## src/rtl/pipelined_adder_if.sv

```systemverilog
// pipelined_adder_if: operand/result handshake bundle for pipelined_adder.
// Revision 1.0
`default_nettype none

interface pipelined_adder_if #(
  parameter int N = 16
);
  logic         enable;
  logic         sub;
  logic         in_valid;
  logic         in_ready;
  logic [N-1:0] a;
  logic [N-1:0] b;
  logic         cin;
  logic         out_valid;
  logic         out_ready;
  logic [N-1:0] S;
  logic         Cout;
  logic         V;

  modport master (
    output enable, sub, in_valid, a, b, cin, out_ready,
    input  in_ready, out_valid, S, Cout, V
  );

  modport slave (
    input  enable, sub, in_valid, a, b, cin, out_ready,
    output in_ready, out_valid, S, Cout, V
  );
endinterface

`default_nettype wire

```

## src/rtl/pipelined_adder.sv

```systemverilog
// pipelined_adder: N-bit add/subtract with the carry chain cut into STAGES
// registered slices; global stall when the output is held.  Revision 1.0
`default_nettype none

module pipelined_adder #(
  parameter int N      = 16,
  parameter int STAGES = 4
) (
  input  wire logic        clk,
  input  wire logic        rst,
  pipelined_adder_if.slave bus
);
  localparam int W    = N / STAGES;
  localparam int LAST = STAGES - 1;

  logic         w_advance;
  logic         w_accept;

  logic         w_vin [STAGES];
  logic [N-1:0] w_ain [STAGES];
  logic [N-1:0] w_bin [STAGES];
  logic [N-1:0] w_sin [STAGES];
  logic         w_cin [STAGES];

  logic         w_vo  [STAGES];
  logic [N-1:0] w_ao  [STAGES];
  logic [N-1:0] w_bo  [STAGES];
  logic [N-1:0] w_so  [STAGES];
  logic         w_co  [STAGES];

  assign w_advance    = !w_vo[LAST] || bus.out_ready;
  assign bus.in_ready = bus.enable && w_advance;
  assign w_accept     = bus.in_valid && bus.in_ready;

  for (genvar k = 0; k < STAGES; k++) begin : g_stage
    logic [W:0]   w_slice;
    logic [N-1:0] w_snext;
    logic         r_vld;
    logic         r_c;
    logic [N-1:0] r_a;
    logic [N-1:0] r_b;
    logic [N-1:0] r_s;

    // Stage 0 takes operands straight from the port; b is pre-inverted for subtract.
    if (k == 0) begin : g_head
      assign w_vin[k] = w_accept;
      assign w_ain[k] = bus.a;
      assign w_bin[k] = bus.sub ? ~bus.b : bus.b;
      assign w_cin[k] = bus.sub ? 1'b1 : bus.cin;
      assign w_sin[k] = '0;
    end else begin : g_link
      assign w_vin[k] = w_vo[k-1];
      assign w_ain[k] = w_ao[k-1];
      assign w_bin[k] = w_bo[k-1];
      assign w_sin[k] = w_so[k-1];
      assign w_cin[k] = w_co[k-1];
    end

    assign w_slice = {1'b0, w_ain[k][k*W +: W]}
                   + {1'b0, w_bin[k][k*W +: W]}
                   + {{W{1'b0}}, w_cin[k]};

    always_comb begin
      w_snext            = w_sin[k];
      w_snext[k*W +: W]  = w_slice[W-1:0];
    end

    always_ff @(posedge clk or posedge rst) begin
      if (rst) begin
        r_vld <= 1'b0;
        r_c   <= 1'b0;
        r_a   <= '0;
        r_b   <= '0;
        r_s   <= '0;
      end else if (w_advance) begin
        r_vld <= w_vin[k];
        r_c   <= w_slice[W];
        r_a   <= w_ain[k];
        r_b   <= w_bin[k];
        r_s   <= w_snext;
      end
    end

    assign w_vo[k] = r_vld;
    assign w_ao[k] = r_a;
    assign w_bo[k] = r_b;
    assign w_so[k] = r_s;
    assign w_co[k] = r_c;
  end

  assign bus.out_valid = w_vo[LAST];
  assign bus.S         = w_so[LAST];
  assign bus.Cout      = w_co[LAST];
  // Signed overflow: operands agree in sign but the result does not.
  assign bus.V         = (w_ao[LAST][N-1] == w_bo[LAST][N-1]) &&
                         (w_so[LAST][N-1] != w_ao[LAST][N-1]);
endmodule

`default_nettype wire

```

## src/flat_wrapper.sv

```systemverilog
// flat-port wrapper written by rule: the top's interface ports become plain ports
module pipelined_adder_flat 
#(
  parameter int N      = 16,
  parameter int STAGES = 4
)
  (clk, rst, bus_enable, bus_sub, bus_in_valid, bus_a, bus_b, bus_cin, bus_out_ready, bus_in_ready, bus_out_valid, bus_S, bus_Cout, bus_V);
  pipelined_adder_if #(.N(N)) bus_i ();
  input  wire logic clk;
  input  wire logic rst;
  input wire logic [$bits(bus_i.enable)-1:0] bus_enable;
  input wire logic [$bits(bus_i.sub)-1:0] bus_sub;
  input wire logic [$bits(bus_i.in_valid)-1:0] bus_in_valid;
  input wire logic [$bits(bus_i.a)-1:0] bus_a;
  input wire logic [$bits(bus_i.b)-1:0] bus_b;
  input wire logic [$bits(bus_i.cin)-1:0] bus_cin;
  input wire logic [$bits(bus_i.out_ready)-1:0] bus_out_ready;
  output wire logic [$bits(bus_i.in_ready)-1:0] bus_in_ready;
  output wire logic [$bits(bus_i.out_valid)-1:0] bus_out_valid;
  output wire logic [$bits(bus_i.S)-1:0] bus_S;
  output wire logic [$bits(bus_i.Cout)-1:0] bus_Cout;
  output wire logic [$bits(bus_i.V)-1:0] bus_V;
  assign bus_i.enable = bus_enable;
  assign bus_i.sub = bus_sub;
  assign bus_i.in_valid = bus_in_valid;
  assign bus_i.a = bus_a;
  assign bus_i.b = bus_b;
  assign bus_i.cin = bus_cin;
  assign bus_i.out_ready = bus_out_ready;
  assign bus_in_ready = bus_i.in_ready;
  assign bus_out_valid = bus_i.out_valid;
  assign bus_S = bus_i.S;
  assign bus_Cout = bus_i.Cout;
  assign bus_V = bus_i.V;
  pipelined_adder #(.N(N), .STAGES(STAGES)) u_core (.clk(clk), .rst(rst), .bus(bus_i));
endmodule
```

## config.mk

```make
export PLATFORM = sky130hd
export DESIGN_NAME = pipelined_adder_flat
export DESIGN_NICKNAME = d
export VERILOG_FILES = /design/src/rtl/pipelined_adder_if.sv /design/src/rtl/pipelined_adder.sv /design/src/flat_wrapper.sv
export SDC_FILE = /design/constraint.sdc
export NUM_CORES = 1
export LEC_CHECK = 0
export CAP_MARGIN = 20
export CELL_PAD_IN_SITES_DETAIL_PLACEMENT = 2
export CELL_PAD_IN_SITES_GLOBAL_PLACEMENT = 2
export CORE_ASPECT_RATIO = 0.9
export CORE_MARGIN = 5
export CORE_UTILIZATION = 32
export CTS_BUF_LIST = sky130_fd_sc_hd__clkbuf_8
export CTS_CLUSTER_SIZE = 20
export DETAILED_ROUTE_END_ITERATION = 10
export PLACE_DENSITY_LB_ADDON = 0.1
export SYNTH_ARGS = -nofsm -noshare
export SYNTH_HDL_FRONTEND = slang
export SYNTH_SLANG_ARGS = --single-unit
```

## constraint.sdc

```tcl
create_clock -name clk -period 2.83 [get_ports clk]
set_clock_uncertainty 0.15 [all_clocks]
set_input_delay 0.283 -clock clk [delete_from_list [all_inputs] [get_ports clk]]
set_output_delay 0.283 -clock clk [all_outputs]
set_load 0.005 [all_outputs]
```

# After elaboration in Yosys (flattened, before gate mapping)
# Index checks and enable logic that the tools add are counted.
[totals]
reg_bits = 176
latchBits = 0
mem_bits_rw = 0
mem_bits_ro = 0
input_bits = 39
output_inout_bits = 20
word_cells = 38
n_memories = 0
[classes]
addsub = 8
mul = 0
n_div = 0
magnitude_cmp = 0
eq_ne = 2
n_shift = 0
mux = 2
n_bitwise = 1
n_reduce_logical = 5
[op_table]
columns = ["cell", "n"]
rows = [
  ["adder 4 x 4 -> 5 bit", 4],
  ["adder 5 x 1 -> 5 bit", 4],
  ["2-to-1 mux 16 bit", 1],
  ["inverter 16 bit", 1],
  ["logical AND 1 bit", 3],
  ["== test 1 bit", 1],
  ["logical NOT 1 bit", 1],
  ["logical OR 1 bit", 1],
  ["2-to-1 mux 1 bit", 1],
  ["!= test 1 bit", 1],
]

# Longest topological paths before layout
# Gate-level depths: netlist of run 1.
[depth]
ltp_word = 4
ltp_mapped = 8

# Worst setup path before layout of run 1
# Ideal clock, no wire load.
[synth_timing]
path_kind = "input-to-reg"
startpoint = "in bus_sub"
endpoint = "reg u_core.g_stage[0].r_c"
setup_ns = 0.126
arrival_ns = 2.051
path_slack_ns = 0.503
stages = 8
path_buffers = 2
cell_sequence = "buf_4 -> buf_6 -> or2_2 -> fa_1 -> fa_1 -> a21o_1 -> a21oi_1 -> a21oi_1"
[synth_via]
elab_chain_cells = 3
elab_cells_between_ends = 4
classes_between = "add/sub: 2; mux: 2"
[synth_lines]
columns = ["item", "line_no", "source"]
rows = [
  ["from (decl)", "flat_wrapper.sv:12", "input wire logic [$bits(bus_i.sub)-1:0] bus_sub;"],
  ["2-to-1 mux 16 bit", "pipelined_adder.sv:48", "assign w_bin[k] = bus.sub ? ~bus.b : bus.b;"],
  ["adder 4 x 4 -> 5 bit", "pipelined_adder.sv:60", "+ {1'b0, w_bin[k][k*W +: W]}"],
  ["adder 5 x 1 -> 5 bit *", "pipelined_adder.sv:61", "+ {{W{1'b0}}, w_cin[k]};"],
  ["to (signal assigned)", "pipelined_adder.sv:77", "r_c <= w_slice[W];"],
  ["to (decl)", "pipelined_adder.sv:39", "logic r_c;"],
]
# Every way passes the cells marked *; elsewhere a longest branch is shown, timed or not.
# A chain may end at the register's enable or synchronous reset.

# Worst setup path in the final report of run 1
# Same ends and word-level chain as after synthesis.

==> results.json, run 1 <==
{
  "dieArea_um2": 16100,
  "die_width_um": 133,
  "htreeDepth": 3,
  "finish.utilization_pct": 40.0,
  "synth_nets": 520,
  "diodes": 0,
  "yosysTopAreaCellShare_pct": 56.0,
  "syn_area_um2": 4380,
  "dr.first_iter.drc_count": 104,
  "cts_setup_buffers": 0,
  "core-area_um2": 13400,
  "yosysUniqueCellTypes": 27,
  "num_vias": 3160,
  "reg2reg_depth": 5,
  "clock_power_share_pct": 17.7,
  "comb_power_share_pct": 38.1,
  "syn_area_per_cell_um2": 9.49,
  "io_buffers": 58,
  "swShare_pct": 35.0,
  "drc_errors": 0,
  "power.density_nw_per_um2": 995,
  "routabilityCongestion": 0.704,
  "seqPwrFrac_pct": 44.2,
  "required_ps": 2920,
  "grt_pass1_vias": 3434,
  "cap_violations": 0,
  "final_common_cell": "nand2_1",
  "fmaxAchievable_ghz": 0.452,
  "grt_pass1_wl_um": 17000,
  "pre_cts_ws_ps": 198,
  "syn_inst": 461,
  "finalWirelength_um": 9730,
  "antenna_found_initial": 0,
  "drive_gt1_share_pct": 5.60,
  "die_y_um": 121,
  "cts_buffers": 9,
  "nFillCells": 1467,
  "synth_warnings": 0,
  "fin_crit_ps": 2210,
  "area_delta_synth_final_pct": 22.1,
  "yosysTopAreaCell": "dfrtp_1",
  "clock_sinks": 98,
  "outcome": "finished clean",
  "postCtsHoldBufs": 0,
  "start_kind": "primary input",
  "post_cts_resized": 0,
  "tns_ps": 0,
  "tightest_slew_ps": 604,
  "ys_seq_area_share_pct": 56.0,
  "ys_seq_elements": 98,
  "crit_path_end_kind": "register",
  "wl_per_cell_um": 14.2,
  "grt_max_degree": 91,
  "num_rows": 40,
  "p_sw_mw": 1.86,
  "timing.final.crit_share_pct": 78.1,
  "initial_core_util_pct": 32.8,
  "slew_violations": 0,
  "ant_nets": 0,
  "slew_headroom_pct": 59.6,
  "layout.nets": 573,
  "hold_ws_ps": 180,
  "cts_tree": "built",
  "dp_hpwl_um": 6920,
  "grt-ovfl-total": 0,
  "min_path_type": "in -> async",
  "layout_setup_ws_ps": 619,
  "clkLatencyLatePin_ps": 370,
  "cellInternalPower_mw": 3.45,
  "cts-root-buf": "clkbuf_8",
  "synthTopCellsByArea": "dfrtp_1 56%, nand2_1 19%, fa_1 3.7%, ha_1 3.4%, xnor2_1 2.8%",
  "worstPathArrival_ps": 2310,
  "hold_viol": 0,
  "setup_viol": 0,
  "first_pass_iters": 3,
  "ir_worst_vdd_uv": 416,
  "rsz0062_at_grt": "false",
  "clockBufferDepth": 2,
  "ioPinCount": 59,
  "grt.total_usage_pct": 13.1,
  "viasPerCell": 4.61,
  "layout_common_cells": "218 x nand2_1, 98 x dfrtp_1, 58 x clkdlybuf4s50_1",
  "cellLeakagePower_nw": 2.58,
  "worstPathMaxFanout": 3,
  "path_clk_slew_ps": 90,
  "path_class": "in -> reg"
}
cells by family (layout without fill, tap and decap cells):
logic type / Yosys count / count (layout) / share of synthesized area [%]
AO/OA/AOI/OAI: 49 / 49 / 6.35
XOR/XNOR: 22 / 22 / 4.40
adder cells (fa/ha/maj): 20 / 20 / 7.09
buffers and inverters: 34 / 91 / 4.97
flip-flops: 98 / 98 / 56.0
AND/OR/NAND/NOR: 238 / 238 / 21.2
final timing paths:
| check | start | endpoint | slack, ps |
|---|---|---|---|
| hold reg to reg | u_core.bus.S[7] | u_core.bus.S[7] | 320 |
| setup / recovery | bus_sub | u_core.g_stage[0].r_c | 620 |
| min in group clk | bus_a[8] | u_core.g_stage[0].r_a[8] | 290 |
| hold / removal | rst | u_core.g_stage[2].r_vld | 180 |
| setup reg to reg | u_core.g_stage[0].r_b[4] | u_core.g_stage[1].r_c | 860 |
| max in group asynchronous | rst | u_core.g_stage[1].r_s[7] | 1750 |
worst max-delay path: stages:
cell and delay (ps):
clkdlybuf4s50_1 460, or2_2 330, fa_1 410, fa_1 420, a21o_1 200, a21oi_1 140
a21oi_1 70
power by group through the flow:
| stage | Combinational, mW | Sequential [mW] | Clock [mW] |
|---|---|---|---|
| global placement | 1.97 | 2.37 | 0 |
| floorplan | 1.33 | 2.31 | 0 |
| global route | 2.33 | 2.44 | 1.05 |
| finish | 2.02 | 2.35 | 0.941 |
| CTS | 2.11 | 2.37 | 0.990 |
| detailed placement | 2.10 | 2.40 | 0 |
state kept, by name (all words and copies together), names as in the netlist:
signal and count:
u_core.bus.out_valid 1, u_core.bus.S 16, u_core.g_stage.r_s 24, u_core.g_stage.r_vld 3, u_core.g_stage.r_c 3, u_core.g_stage.r_b 25, u_core.g_stage.r_a 25, u_core.bus.Cout 1
Yosys cell counts (all sizes together):
library cell / n
inv: 10
and2: 1
o21ai: 28
nor2b: 4
ha: 12
or2: 1
a211oi: 1
nand2b: 2
buf: 23
a21o: 5
nor2: 10
fa: 8
xnor2: 14
o31ai: 1
nand3: 1
a21oi: 12
clkbuf: 1
dfrtp: 98
nand2: 218
xor2: 8
nor3: 1
o21a: 2
layer usage:
layer / routed length [um] / global-route usage [%] / vias to the layer above
li1: - / - / 1533
met1: 4500 / 16.5 / 1576
met2: 4760 / 21.9 / 44
met3: 375 / 4.27 / 7
met4: 97 / 3.28 / 0
met5: 0 / 0 / -
stage by stage:
stage	cells	power (mW)	instance area, um^2
after floorplan	461	3.64	4380
after global placement	671	4.34	5140
after detailed placement	671	4.49	5140
after CTS	686	5.47	5340
after global routing	686	5.82	5340
final	686	5.32	5340
layout make-up:
| class | count | area, um^2 | share of cell area, % |
|---|---|---|---|
| inverter | 10 | 41.3 | 0.773 |
| sequential | 98 | 2450 | 45.9 |
| tap | 168 | 210 | 3.93 |
| clock buffer | 12 | 165 | 3.09 |
| multi-input combinational | 329 | 1720 | 32.2 |
| timing repair buffer | 66 | 716 | 13.4 |
| clock inverter | 3 | 38.8 | 0.726 |
(Power assumes the default switching activity.)
==> run 2, diff against run 1 <==
==> constraint.sdc (replaced) <==
create_clock -name clk -period 1.9 [get_ports clk]
set_clock_uncertainty 0.15 [all_clocks]
set_input_delay 0.19 -clock clk [delete_from_list [all_inputs] [get_ports clk]]
set_output_delay 0.19 -clock clk [all_outputs]
set_load 0.005 [all_outputs]
==> results.json, run 2 (synthesis gave the netlist of run 1 again) <==
{
  "antenna_found_initial": 0,
  "cts_tree": "built",
  "routabilityCongestion": 0.705,
  "setup_viol": 1,
  "min_path_type": "in -> reg",
  "drc_errors": 0,
  "finish.utilization_pct": 40.7,
  "worstPathMaxFanout": 2,
  "ir_worst_vdd_uv": 551,
  "cellLeakagePower_nw": 2.63,
  "fin_crit_ps": 1900,
  "initial_core_util_pct": 32.8,
  "diodes": 0,
  "fmaxAchievable_ghz": 0.526,
  "required_ps": 2010,
  "worstReg2RegStart": "u_core.g_stage[0].r_b[4]",
  "hold_ws_ps": 190,
  "cts-root-buf": "clkbuf_8",
  "design_area_um2": 5440,
  "power_mw": 7.97,
  "slew_violations": 0,
  "clock_sinks": 98,
  "worstPathArrival_ps": 2020,
  "holdCritStartpoint": "bus_a[8]",
  "final_common_cell": "nand2_1",
  "wl_per_cell_um": 14.4,
  "viasPerCell": 4.58,
  "cpMostUsedCell": "fa_2",
  "grt-ovfl-total": 0,
  "hold_viol": 0,
  "start_kind": "register",
  "grt.total_usage_pct": 13.5,
  "grt_max_degree": 98,
  "io_buffers": 58,
  "grt_pass1_vias": 3540,
  "crit_end": "u_core.g_stage[1].r_c",
  "layout_setup_ws_ps": -2.84,
  "tns_ps": -2.84,
  "dieArea_um2": 16100,
  "startpoint": "u_core.g_stage[0].r_b[4]",
  "htreeDepth": 3,
  "die_width_um": 133,
  "path_class": "reg -> reg",
  "tightest_slew_ps": 588,
  "slowest_stage": "dfrtp_1",
  "layout_common_cells": "218 x nand2_1, 98 x dfrtp_1, 54 x clkdlybuf4s50_1",
  "whs_path_depth": 3,
  "post-place-cells": 677,
  "cap_violations": 0,
  "placed_area_um2": 5200,
  "path_clk_slew_ps": 90,
  "dr.first_iter.drc_count": 93,
  "violations": "setup timing",
  "reg2reg_depth": 5,
  "clockBufferDepth": 2,
  "num_vias": 3189,
  "outcome": "finished with violations",
  "ant_nets": 0,
  "regToRegSetupSlack_ps": -3,
  "ioPinCount": 59,
  "path_cells": "fa_2 > fa_2 > a21o_1 > a211oi_2 > a21oi_1",
  "finalWirelength_um": 10000,
  "pre_cts_ws_ps": -749,
  "first_pass_iters": 4,
  "drive_gt1_share_pct": 9.47,
  "die_y_um": 121,
  "reg.largest.list": "u_core.g_stage.r_a x25, u_core.g_stage.r_b x25, u_core.g_stage.r_s x24",
  "slowest_delay_ps": 420,
  "area_delta_synth_final_pct": 24.2,
  "core-area_um2": 13400,
  "layout.nets": 582,
  "slew_headroom_pct": 60.8,
  "dp_hpwl_um": 6810,
  "clkLatencyLatePin_ps": 380,
  "crit_path_end_kind": "register",
  "cts_buffers": 9,
  "r2r-end": "u_core.g_stage[1].r_c",
  "num_rows": 40,
  "instances_no_fill": 696,
  "timing.final.crit_share_pct": 100,
  "power.density_nw_per_um2": 1470,
  "nFillCells": 1467,
  "grt_pass1_wl_um": 17300,
  "rsz0062_at_grt": "true"
}
run 2: cell types whose count changed in the layout (fill, tap and decap cells not counted), sizes merged, moves of 2 or more:
| cell | change |
|---|---|
| clkinv | +3 |
| clkdlybuf4s50 | -4 |
| dlygate4sd2 | +2 |
| buf | +8 |
| clkbuf | -2 |
run 2: final cells by class:
type                    instances  area [um^2]  share of cell area [%]
clock buffers                   9          124                    2.28
clock inverters                 7         61.3                    1.13
inverters                      10         41.3                   0.760
multi-input cells             329         1760                    32.3
flip-flops and latches         98         2450                    45.1
well taps                     168          210                    3.87
repair buffers                 75          788                    14.5
run 2: worst max-delay path: cells and delay by family, from the launching register on:
family,cells,cell delay (ps)
fa+ha+maj,2,770
compound gates,3,450
flops,1,420
run 2: layer usage:
layer,track usage [%],vias up,wire length [um]
met5,0,-,0
met4,3.47,0,108
met3,4.64,5,363
met2,22.8,45,4990
met1,16.7,1586,4530
li1,-,1553,-
run 2: power by group:
| part | total, mW | switching, mW | internal, mW |
|---|---|---|---|
| Combinational | 3.14 | 1.59 | 1.55 |
| Clock | 1.32 | 0.730 | 0.595 |
| Sequential | 3.51 | 0.519 | 2.99 |
run 2: worst min-delay path by stage:
stage,to,slack [ps]
6_report,u_core.g_stage[0].r_a[8],190
5_1_grt,u_core.g_stage[0].r_a[14],180
4_1_cts,u_core.g_stage[0].r_a[8],160
3_5_place_dp,u_core.g_stage[0].r_a[15],280
3_3_place_gp,u_core.g_stage[0].r_a[15],280
2_1_floorplan,u_core.g_stage[0].r_a[10],150
run 2: timing repair:
action	CTS	global route
setup buffers	1	1
hold endpoints to repair	1	0
gates resized for setup	9	6
endpoints found under the setup margin	9	4
pin swaps	4	8
hold buffers	1	0
